$ cat src/rtl/stream_to_simple_write_pkg.sv
// Shared types and helpers for the stream-to-simple-write feeder.
package stream_to_simple_write_pkg;

  typedef enum logic [1:0] {
    S_IDLE  = 2'd0,
    S_FILL  = 2'd1,
    S_BURST = 2'd2,
    S_GAP   = 2'd3
  } state_t;

  // Largest word-aligned byte count that still fits in a len_w-bit length field.
  function automatic int max_chunk_bytes(input int len_w);
    return ((1 << len_w) - 1) & ~3;
  endfunction

  function automatic logic [3:0] strb_from_residue(input logic [1:0] residue);
    case (residue)
      2'd1:    return 4'h1;
      2'd2:    return 4'h3;
      2'd3:    return 4'h7;
      default: return 4'hF;
    endcase
  endfunction

endpackage

$ cat src/rtl/stream_to_simple_write_fifo.sv
// Synchronous FIFO with registered storage; the head word is read straight from the array.
module simple_sync_fifo #(
  parameter int WIDTH = 32,
  parameter int DEPTH = 64,
  localparam int AW = $clog2(DEPTH),
  localparam int CW = AW + 1
) (
  input  logic             clk_i,
  input  logic             rst_n_i,
  input  logic             flush,
  input  logic             push,
  input  logic [WIDTH-1:0] wdata,
  input  logic             pop,
  output logic [WIDTH-1:0] rdata,
  output logic             full,
  output logic             empty,
  output logic [CW-1:0]    count
);

  logic [WIDTH-1:0] mem [DEPTH];
  logic [AW-1:0]    wr_ptr;
  logic [AW-1:0]    rd_ptr;
  logic             push_ok;
  logic             pop_ok;

  assign full    = (count == CW'(DEPTH));
  assign empty   = (count == '0);
  assign push_ok = push & ~full & ~flush;
  assign pop_ok  = pop & ~empty & ~flush;
  assign rdata   = mem[rd_ptr];

  always_ff @(posedge clk_i or negedge rst_n_i) begin
    if (!rst_n_i) begin
      wr_ptr <= '0;
      rd_ptr <= '0;
      count  <= '0;
    end else if (flush) begin
      wr_ptr <= '0;
      rd_ptr <= '0;
      count  <= '0;
    end else begin
      if (push_ok) wr_ptr <= wr_ptr + AW'(1);
      if (pop_ok)  rd_ptr <= rd_ptr + AW'(1);
      count <= count + CW'(push_ok) - CW'(pop_ok);
    end
  end

  always_ff @(posedge clk_i) begin
    if (push_ok) mem[wr_ptr] <= wdata;
  end

endmodule

$ cat src/rtl/stream_to_simple_write.sv
// Buffers a job's data stream and issues it as fully-buffered chunks on the simple write interface.
//   state | meaning
//   IDLE  | no job; waiting for cfg_start_i
//   FILL  | waiting until the next chunk is completely in the FIFO
//   BURST | chunk presented to the bridge, one word popped per accepted beat
//   GAP   | one idle cycle between chunks; ends the job when nothing remains
module stream_to_simple_write
  import stream_to_simple_write_pkg::*;
#(
  parameter int AXI_ADDR_W = 32,
  parameter int AXI_DATA_W = 32,
  parameter int LEN_W      = 8,
  parameter int FIFO_DEPTH = 64
) (
  input  logic                    clk_i,
  input  logic                    rst_n_i,
  input  logic                    cfg_start_i,
  input  logic [AXI_ADDR_W-1:0]   cfg_addr_i,
  input  logic [31:0]             cfg_bytes_i,
  output logic                    busy_o,
  output logic                    done_o,
  output logic                    error_o,
  input  logic                    s_valid_i,
  output logic                    s_ready_o,
  input  logic [AXI_DATA_W-1:0]   s_data_i,
  output logic                    m_wvalid_o,
  input  logic                    m_wready_i,
  output logic [AXI_ADDR_W-1:0]   m_waddr_o,
  output logic [AXI_DATA_W-1:0]   m_wdata_o,
  output logic [AXI_DATA_W/8-1:0] m_wstrb_o,
  output logic [LEN_W-1:0]        m_wlen_o,
  input  logic                    m_wlast_i
);

  localparam int STRB_W = AXI_DATA_W / 8;
  localparam int CW     = $clog2(FIFO_DEPTH) + 1;
  localparam logic [31:0] MAX_CHUNK = 32'(max_chunk_bytes(LEN_W));
  localparam logic [AXI_ADDR_W-1:0] ADDR_MASK = {{(AXI_ADDR_W-2){1'b1}}, 2'b00};

  state_t                state_q, state_d;
  logic [AXI_ADDR_W-1:0] cur_addr;
  logic [31:0]           remaining;
  logic [29:0]           total_words;
  logic [29:0]           words_accepted;
  logic [1:0]            residue;
  logic [LEN_W-1:0]      chunk_words_q;
  logic [LEN_W-1:0]      word_cnt;
  logic [AXI_ADDR_W-1:0] waddr_q;
  logic [LEN_W-1:0]      wlen_q;
  logic                  done_q;
  logic                  error_q;

  logic [31:0]           chunk_bytes;
  logic [LEN_W-1:0]      chunk_words;
  logic                  start_ok;
  logic                  chunk_ready;
  logic                  pop_evt;
  logic                  cnt_last;
  logic                  err_evt;
  logic                  is_final;

  logic                  fifo_push;
  logic                  fifo_full;
  logic                  fifo_empty;
  logic [CW-1:0]         fifo_count;
  logic [AXI_DATA_W-1:0] fifo_head;

  assign chunk_bytes = (remaining > MAX_CHUNK) ? MAX_CHUNK : remaining;
  assign chunk_words = LEN_W'((chunk_bytes + 32'd3) >> 2);
  assign start_ok    = (state_q == S_IDLE) & cfg_start_i;
  assign chunk_ready = 32'(fifo_count) >= 32'(chunk_words);
  assign pop_evt     = (state_q == S_BURST) & m_wready_i & ~fifo_empty;
  assign cnt_last    = (word_cnt == chunk_words_q - LEN_W'(1));
  // Bridge's last flag must coincide exactly with our own word count.
  assign err_evt     = pop_evt & (m_wlast_i != cnt_last);
  assign is_final    = cnt_last & (remaining == 32'(wlen_q));
  assign fifo_push   = s_valid_i & s_ready_o;

  simple_sync_fifo #(
    .WIDTH (AXI_DATA_W),
    .DEPTH (FIFO_DEPTH)
  ) u_fifo (
    .clk_i   (clk_i),
    .rst_n_i (rst_n_i),
    .flush   (err_evt),
    .push    (fifo_push),
    .wdata   (s_data_i),
    .pop     (pop_evt),
    .rdata   (fifo_head),
    .full    (fifo_full),
    .empty   (fifo_empty),
    .count   (fifo_count)
  );

  always_ff @(posedge clk_i or negedge rst_n_i) begin
    if (!rst_n_i) state_q <= S_IDLE;
    else          state_q <= state_d;
  end

  always_comb begin
    state_d = state_q;
    case (state_q)
      S_IDLE:  if (start_ok && cfg_bytes_i != 32'd0) state_d = S_FILL;
      S_FILL:  if (chunk_ready) state_d = S_BURST;
      S_BURST: begin
        if (err_evt)                   state_d = S_IDLE;
        else if (pop_evt && m_wlast_i) state_d = S_GAP;
      end
      S_GAP:   state_d = (remaining == 32'd0) ? S_IDLE : S_FILL;
      default: state_d = S_IDLE;
    endcase
  end

  always_comb begin
    busy_o     = (state_q != S_IDLE);
    done_o     = done_q;
    error_o    = error_q;
    m_wvalid_o = (state_q == S_BURST);
    s_ready_o  = busy_o & ~fifo_full & (words_accepted < total_words);
    m_waddr_o  = waddr_q;
    m_wlen_o   = wlen_q;
    m_wdata_o  = m_wvalid_o ? fifo_head : '0;
    m_wstrb_o  = '0;
    if (m_wvalid_o) m_wstrb_o = is_final ? STRB_W'(strb_from_residue(residue)) : '1;
  end

  always_ff @(posedge clk_i or negedge rst_n_i) begin
    if (!rst_n_i) begin
      cur_addr       <= '0;
      remaining      <= '0;
      total_words    <= '0;
      words_accepted <= '0;
      residue        <= '0;
      chunk_words_q  <= '0;
      word_cnt       <= '0;
      waddr_q        <= '0;
      wlen_q         <= '0;
      done_q         <= 1'b0;
      error_q        <= 1'b0;
    end else begin
      done_q <= 1'b0;
      if (fifo_push) words_accepted <= words_accepted + 30'd1;
      case (state_q)
        S_IDLE: begin
          if (start_ok) begin
            cur_addr       <= cfg_addr_i & ADDR_MASK;
            remaining      <= cfg_bytes_i;
            total_words    <= cfg_bytes_i[31:2] + 30'(|cfg_bytes_i[1:0]);
            words_accepted <= '0;
            residue        <= cfg_bytes_i[1:0];
            error_q        <= 1'b0;
            done_q         <= (cfg_bytes_i == 32'd0);
          end
        end
        S_FILL: begin
          if (chunk_ready) begin
            waddr_q       <= cur_addr;
            wlen_q        <= chunk_bytes[LEN_W-1:0];
            chunk_words_q <= chunk_words;
            word_cnt      <= '0;
          end
        end
        S_BURST: begin
          if (err_evt) begin
            error_q <= 1'b1;
            done_q  <= 1'b1;
          end else if (pop_evt) begin
            word_cnt <= word_cnt + LEN_W'(1);
            if (m_wlast_i) begin
              cur_addr  <= cur_addr + AXI_ADDR_W'(wlen_q);
              remaining <= remaining - 32'(wlen_q);
            end
          end
        end
        S_GAP: begin
          if (remaining == 32'd0) done_q <= 1'b1;
        end
        default: ;
      endcase
    end
  end

endmodule

$ cat config.mk
export PLATFORM = sky130hd
export DESIGN_NAME = stream_to_simple_write
export DESIGN_NICKNAME = d
export VERILOG_FILES = /design/src/rtl/stream_to_simple_write_pkg.sv /design/src/rtl/stream_to_simple_write_fifo.sv /design/src/rtl/stream_to_simple_write.sv
export SDC_FILE = /design/constraint.sdc
export NUM_CORES = 2
export LEC_CHECK = 0
export CAP_MARGIN = 20
export CORE_ASPECT_RATIO = 1.75
export CORE_MARGIN = 2
export CORE_UTILIZATION = 45
export CTS_CLUSTER_SIZE = 28
export DETAILED_ROUTE_END_ITERATION = 16
export PLACE_DENSITY_LB_ADDON = 0.08
export SYNTH_ARGS = -nofsm -noshare
export SYNTH_HDL_FRONTEND = slang
export SYNTH_SLANG_ARGS = --single-unit
export TNS_END_PERCENT = 5
$ cat constraint.sdc
create_clock -name clk_i -period 6.19 [get_ports clk_i]
set_input_delay 1.5475 -clock clk_i [delete_from_list [all_inputs] [get_ports clk_i]]
set_output_delay 1.5475 -clock clk_i [all_outputs]
set_load 0.1 [all_outputs]
; ---- Yosys cells after proc, flatten, opt, wreduce, memory -nomap -nowiden
; Memory sizes are Yosys's and may differ from the RTL's.
; Cells that the tools add are included.
[word_totals]
elab_cells = 124
mem_count = 1
out_inout_bits = 81
ramBits = 2048
in_bits = 102
ff_bits = 205
[classes]
n_mux = 42
addsub = 11
n_lt_le_gt_ge = 3
n_reduce_logical = 19
eq_ne = 18
bitwise_logic = 15
[mem_list]
columns = name, words, word_bits, read_ports, rd_clocked_by_memory_dff, write_ports, line_no
row1 = u_fifo.mem, 64, 32, 1, 0, 1, stream_to_simple_write_fifo.sv:20  ; logic [WIDTH-1:0] mem [DEPTH];
[op_table]
columns = cell, count
row1 = $mux 32, 9
row2 = $pmux 32 s2, 2
row3 = $mux 30, 3
row4 = $logic_not 32->1, 2
row5 = $add 32x8->32, 1
row6 = $eq 32x8->1, 1
row7 = $gt 32x8->1 const B, 1
row8 = $reduce_bool 32->1, 1
row9 = $sub 32x8->32, 1
row10 = $add 30x1->30, 1
row11 = $add 30x1->30 const B, 1
row12 = $lt 30x30->1, 1
row13 = $mux 6, 4
row14 = $mux 8, 3
row15 = $pmux 8 s2, 1
row16 = $add 6x1->6 const B, 2
row17 = $and 1x1->1, 12
row18 = $pmux 4 s3, 1
row19 = $add 10x2->10 const B, 1
row20 = $mux 10, 1
row21 = $reduce_bool 2->1, 5
row22 = $add 8x1->8 const B, 1
row23 = $eq 2x2->1 const B, 4
row24 = $eq 8x8->1, 1
row25 = 26 further kinds, 48

; ---- Depth between registers and ports, before layout
[logic_depth]
word_depth = 10
depth_mapped = 21

; ---- By module
; Synthesis repeated with hierarchy kept, for this count alone.
[unflattened]
cells_unflattened = 4802
hier_area_um2 = 90518.1
[modules_own_cells]
columns = module, cells_per_inst, seq_area_each_um2, instances, area_each_um2
row1 = simple_sync_fifo, 3384, 61974.4, 1, 78684.2
row2 = stream_to_simple_write, 1418, 4654.5, 1, 11833.8

; ---- Least setup slack after synthesis
; OpenSTA, ideal clock, no wires.
[synth_path]
path_kind = input to register
start = input port s_valid_i
end = memory u_fifo.mem[24][0] (enable)
t_arrival_ns = 4.736
setup_time_ns = 0.461
path_stages = 5
path_slack_ns = 0.993
t_required_ns = 5.729
n_path_buf = 1
path_cell_list = o41ai_2 > nor3_2 > o21ai_4 > buf_6 > nor3_1
[synth_via]
elab_chain_len = 5
[synth_rtl]
columns = item, line_no
row1 = start: declaration, stream_to_simple_write.sv:23  ; input logic s_valid_i,
row2 = $and 1x1->1, stream_to_simple_write.sv:77  ; assign fifo_push = s_valid_i & s_ready_o;
row3 = $and 1x1->1 (2 in a row), stream_to_simple_write_fifo.sv:28  ; assign push_ok = push & ~full & ~flush;
row4 = $mux 1, stream_to_simple_write_fifo.sv:49  ; if (push_ok) mem[wr_ptr] <= wdata;
row5 = $mux 1 (not written as such), stream_to_simple_write_fifo.sv:49
row6 = end: declaration, stream_to_simple_write_fifo.sv:20
; No other way between the ends.

; ---- Worst setup path after layout
[layout_path]
start = register u_fifo.rd_ptr[0]
end = output port m_wdata_o[12]
[layout_via]
elab_chain_len = 2
[layout_rtl]
columns = item, line_no
row1 = start: declaration, stream_to_simple_write_fifo.sv:22  ; logic [AW-1:0] rd_ptr;
row2 = start signal: assignment, stream_to_simple_write_fifo.sv:43  ; if (pop_ok) rd_ptr <= rd_ptr + AW'(1);
row3 = $mem_v2 64x32, n/a
row4 = $mux 32, stream_to_simple_write.sv:122  ; m_wdata_o = m_wvalid_o ? fifo_head : '0;
row5 = end: declaration, stream_to_simple_write.sv:29  ; output logic [AXI_DATA_W-1:0] m_wdata_o,
; No other way between the ends.

==> flow_metrics.env <==
export IMPL_path_cells="buf_12, buf_12, buf_4, mux4_2, mux4_2, mux2i_1, o22ai_1, buf_12"
export IMPL_coreArea_um2=200000
export IMPL_reg2reg_depth=14
export IMPL_rsz0062_at_grt="no"
export IMPL_wl_met3_um=12000
export IMPL_wl_met1_um=93800
export IMPL_area_growth_pct=15.2
export IMPL_setup_viol=0
export IMPL_slowest_delay_ns=0.71
export IMPL_drcViolationCount=0
export IMPL_drt_iter0_drc=3712
export IMPL_min_period_ns=5.99
export IMPL_cts_made_buffers=207
export IMPL_fin_worst_skew_ns=0.0501
export IMPL_gp_congestion=0.856
export IMPL_die_area_um2=205000
export IMPL_grt_use_total_pct=24.7
export IMPL_holdWs_ns=0.485
export IMPL_cts_resized=0
export IMPL_drtAntennaViolNets=0
export IMPL_cp_end_kind="primary output"
export IMPL_top_layer="met5"
export IMPL_startpoint_type="register"
export IMPL_outcome="finished, final reports clean"
export IMPL_pin_count=183
export IMPL_post_dp_cell_area_um2=97200
export IMPL_ys_ff_latch=2253
export IMPL_cp_common_cell="buf_12"
export IMPL_hpwl_um=143000
export IMPL_finalWirelength_um=252000
export IMPL_grt_ovfl_total=0
export IMPL_p_per_area_nw_per_um2=400
export IMPL_slew_viol_final=0
export IMPL_final_cell_area_um2=104000
export IMPL_start_util_pct=45.3
export IMPL_clkLatencyLatePin_ns=0.86
export IMPL_dr_pass1_iters=6
export IMPL_critPathCapture="m_wdata_o[12]"
export IMPL_r2r_end="m_waddr_o[9]$_DFFE_PN0P_"
export IMPL_route_met2_wl_um=137000
export IMPL_synth_top_area_share_pct=67.9
export IMPL_cts_tree="done"
export IMPL_die_w_um=343
export IMPL_grt_max_degree=131
export IMPL_utilization_pct=52.2
export IMPL_synthTopCellsByCount="2,048 x edfxtp_1, 640 x mux4_2, 205 x dfrtp_1"
export IMPL_crit_path_start="u_fifo.rd_ptr[0]$_DFFE_PN0P_"
export IMPL_r2r_slack_ns=1.30
export IMPL_hold_viol_final=0
export IMPL_worst_pin_slew_ns=1.18
export IMPL_setup_tns_ns=0
export IMPL_wl_per_cell_um=33.2
export IMPL_ys_seq_area_share_pct=73.6
export IMPL_viasPerCell=6.04
export IMPL_yosysWarnings=0
export IMPL_cts_max_path_buffers=4
export IMPL_die_h_um=597
export IMPL_cp_arrival_ns=4.44
export IMPL_cts_root_buffer="clkbuf_16"
export IMPL_netlist_instances=4451
export IMPL_syn_cell_area_um2=90600
export IMPL_relSlewSlack_pct=22.3
export IMPL_h_tree_depth=4
export IMPL_path_class="reg2out"
export IMPL_cts_sinks=2253
export IMPL_port_buffer_count=180
export IMPL_fmax_mhz=167
export IMPL_yosys_area_top_type="edfxtp_1"
export IMPL_r2r_start="remaining[25]$_DFFE_PN0P_"
export IMPL_rows=217
export IMPL_ys_flop_type="edfxtp_1"
export IMPL_cts_setup_buffers=0
export IMPL_synth_most_common_cell="edfxtp_1"
export IMPL_period_share_pct=96.8
export IMPL_worstHoldPathType="reg2reg"
export IMPL_antenna_found_initial=16
export IMPL_leakagePower_uw=0.0331
export IMPL_grt_pass1_vias=48012
export IMPL_layout_nets=4965
export IMPL_drv_cap=0
export IMPL_crit_path_max_fanout=26
export IMPL_clk_pin_slew_ns=0.06
export IMPL_synthArstFlopShare_pct=9.10
export IMPL_cp_required_ns=4.64
export IMPL_yosysUniqueCellTypes=90
export IMPL_drive_above_1_share_pct=26.9
export IMPL_vias=45826
export IMPL_syn_num_nets=4626
export IMPL_synth_area_leaders="edfxtp_1 68%, mux4_2 16%, dfrtp_1 5.7%"
export IMPL_max_vdd_ir_drop_mv=0.225
export IMPL_synth_edff_count=2048
export IMPL_synth_avg_cell_area_um2=20.3
export IMPL_grt_pass1_wl_um=356000
export IMPL_slowest_stage="dfrtp_4"
export IMPL_fillCellCount=15905
export IMPL_cts_hold_buffers=0
==> stage by stage <==
stage | cells | total power (uW) | worst slack, ns
after floorplan | 4451 | 26000 | 0.993
final | 7585 | 41800 | 0.200
after CTS | 7552 | 42300 | 0.0557
after global routing | 7583 | 43400 | 0.0116
after detailed placement | 7182 | 29700 | 0.992
after global placement | 7182 | 29600 | 0.982
==> routing by layer <==
layer	track usage, %	vias up
li1	-	19205
met1	30.0	24903
met2	45.1	1301
met3	3.19	411
met4	8.61	6
met5	0	-
==> worst max-delay path: cells and delay by family, from the launching register on <==
kind | cells | cell delay (ns)
compound gates | 1 | 0.38
mux | 3 | 1.14
buf+inv | 4 | 1.28
flops | 1 | 0.71
==> final cells by class <==
cell class	count	area, um^2	share of cell area (%)
tap	2628	3290	3.15
sequential	2253	66600	63.9
inverter	72	270	0.259
clock buffer	261	5560	5.33
clock inverter	109	955	0.915
antenna	6	15.0	0.0144
timing repair buffer	376	4610	4.42
multi-input combinational	1880	23000	22.0
==> how the worst min path moves through the flow <==
stage / end / slack, ns / start / cells after the start
2_1_floorplan: total_words[0]$_DFFE_PN0P_ / 0.44 / total_words[0]$_DFFE_PN0P_ / 2
3_3_place_gp: total_words[0]$_DFFE_PN0P_ / 0.47 / total_words[0]$_DFFE_PN0P_ / 2
3_5_place_dp: error_o$_DFFE_PN0P_ / 0.47 / error_o$_DFFE_PN0P_ / 1
4_1_cts: error_o$_DFFE_PN0P_ / 0.49 / error_o$_DFFE_PN0P_ / 1
5_1_grt: total_words[20]$_DFFE_PN0P_ / 0.51 / total_words[20]$_DFFE_PN0P_ / 2
6_report: total_words[24]$_DFFE_PN0P_ / 0.49 / total_words[24]$_DFFE_PN0P_ / 2
==> layout by cell type, fill, tap and decap left out, types with 10 or more instances in the layout <==
cell	count
xor2_1	35
clkbuf_1	43
or3_1	21
a31oi_1	11
nor3_1	47
nor4_1	20
xnor2_1	21
mux4_2	640
nand3_1	45
inv_1	70
buf_12	117
dfrtp_1	200
nor3_2	56
clkdlybuf4s50_1	112
clkinv_2	38
bufinv_16	16
o2bb2ai_1	10
a22oi_1	12
edfxtp_1	2048
and3_1	26
a211oi_1	20
mux2_2	31
nor2_1	105
nand4_1	32
buf_2	32
mux2i_1	77
clkinv_1	39
ha_1	70
a21oi_1	95
a21o_1	10
o22ai_1	43
nand2_1	147
clkbuf_16	213
o21ai_0	116
o21a_1	10
buf_4	108
==> sequential cells by signal, indices dropped and copies added (netlist names), 30 cells and up <==
name	cells
u_fifo.mem	2048
cur_addr	32
m_waddr_o	32
remaining	32
total_words	30
words_accepted	30
==> logic make-up (layout without fill, tap and decap cells) <==
family	count (synthesis)	after routing	synth area share (%)
muxes	748	748	17.2
AOI/OAI and AO/OA	412	412	2.91
buffers and inverters	318	818	1.42
adders and majority gates	73	73	1.03
xor gates and xnor gates	57	57	0.560
other	1	7	0.00414
DFF	2253	2253	73.6
and+or+nand+nor	589	589	3.35
==> report_power, final <==
group	switching, uW	internal [uW]	total [uW]
clock network	5590	7010	12600
logic	6210	4990	11200
registers	624	17400	18000
total	12400	29400	41800
No activity file was read; power rests on OpenSTA's default activity.
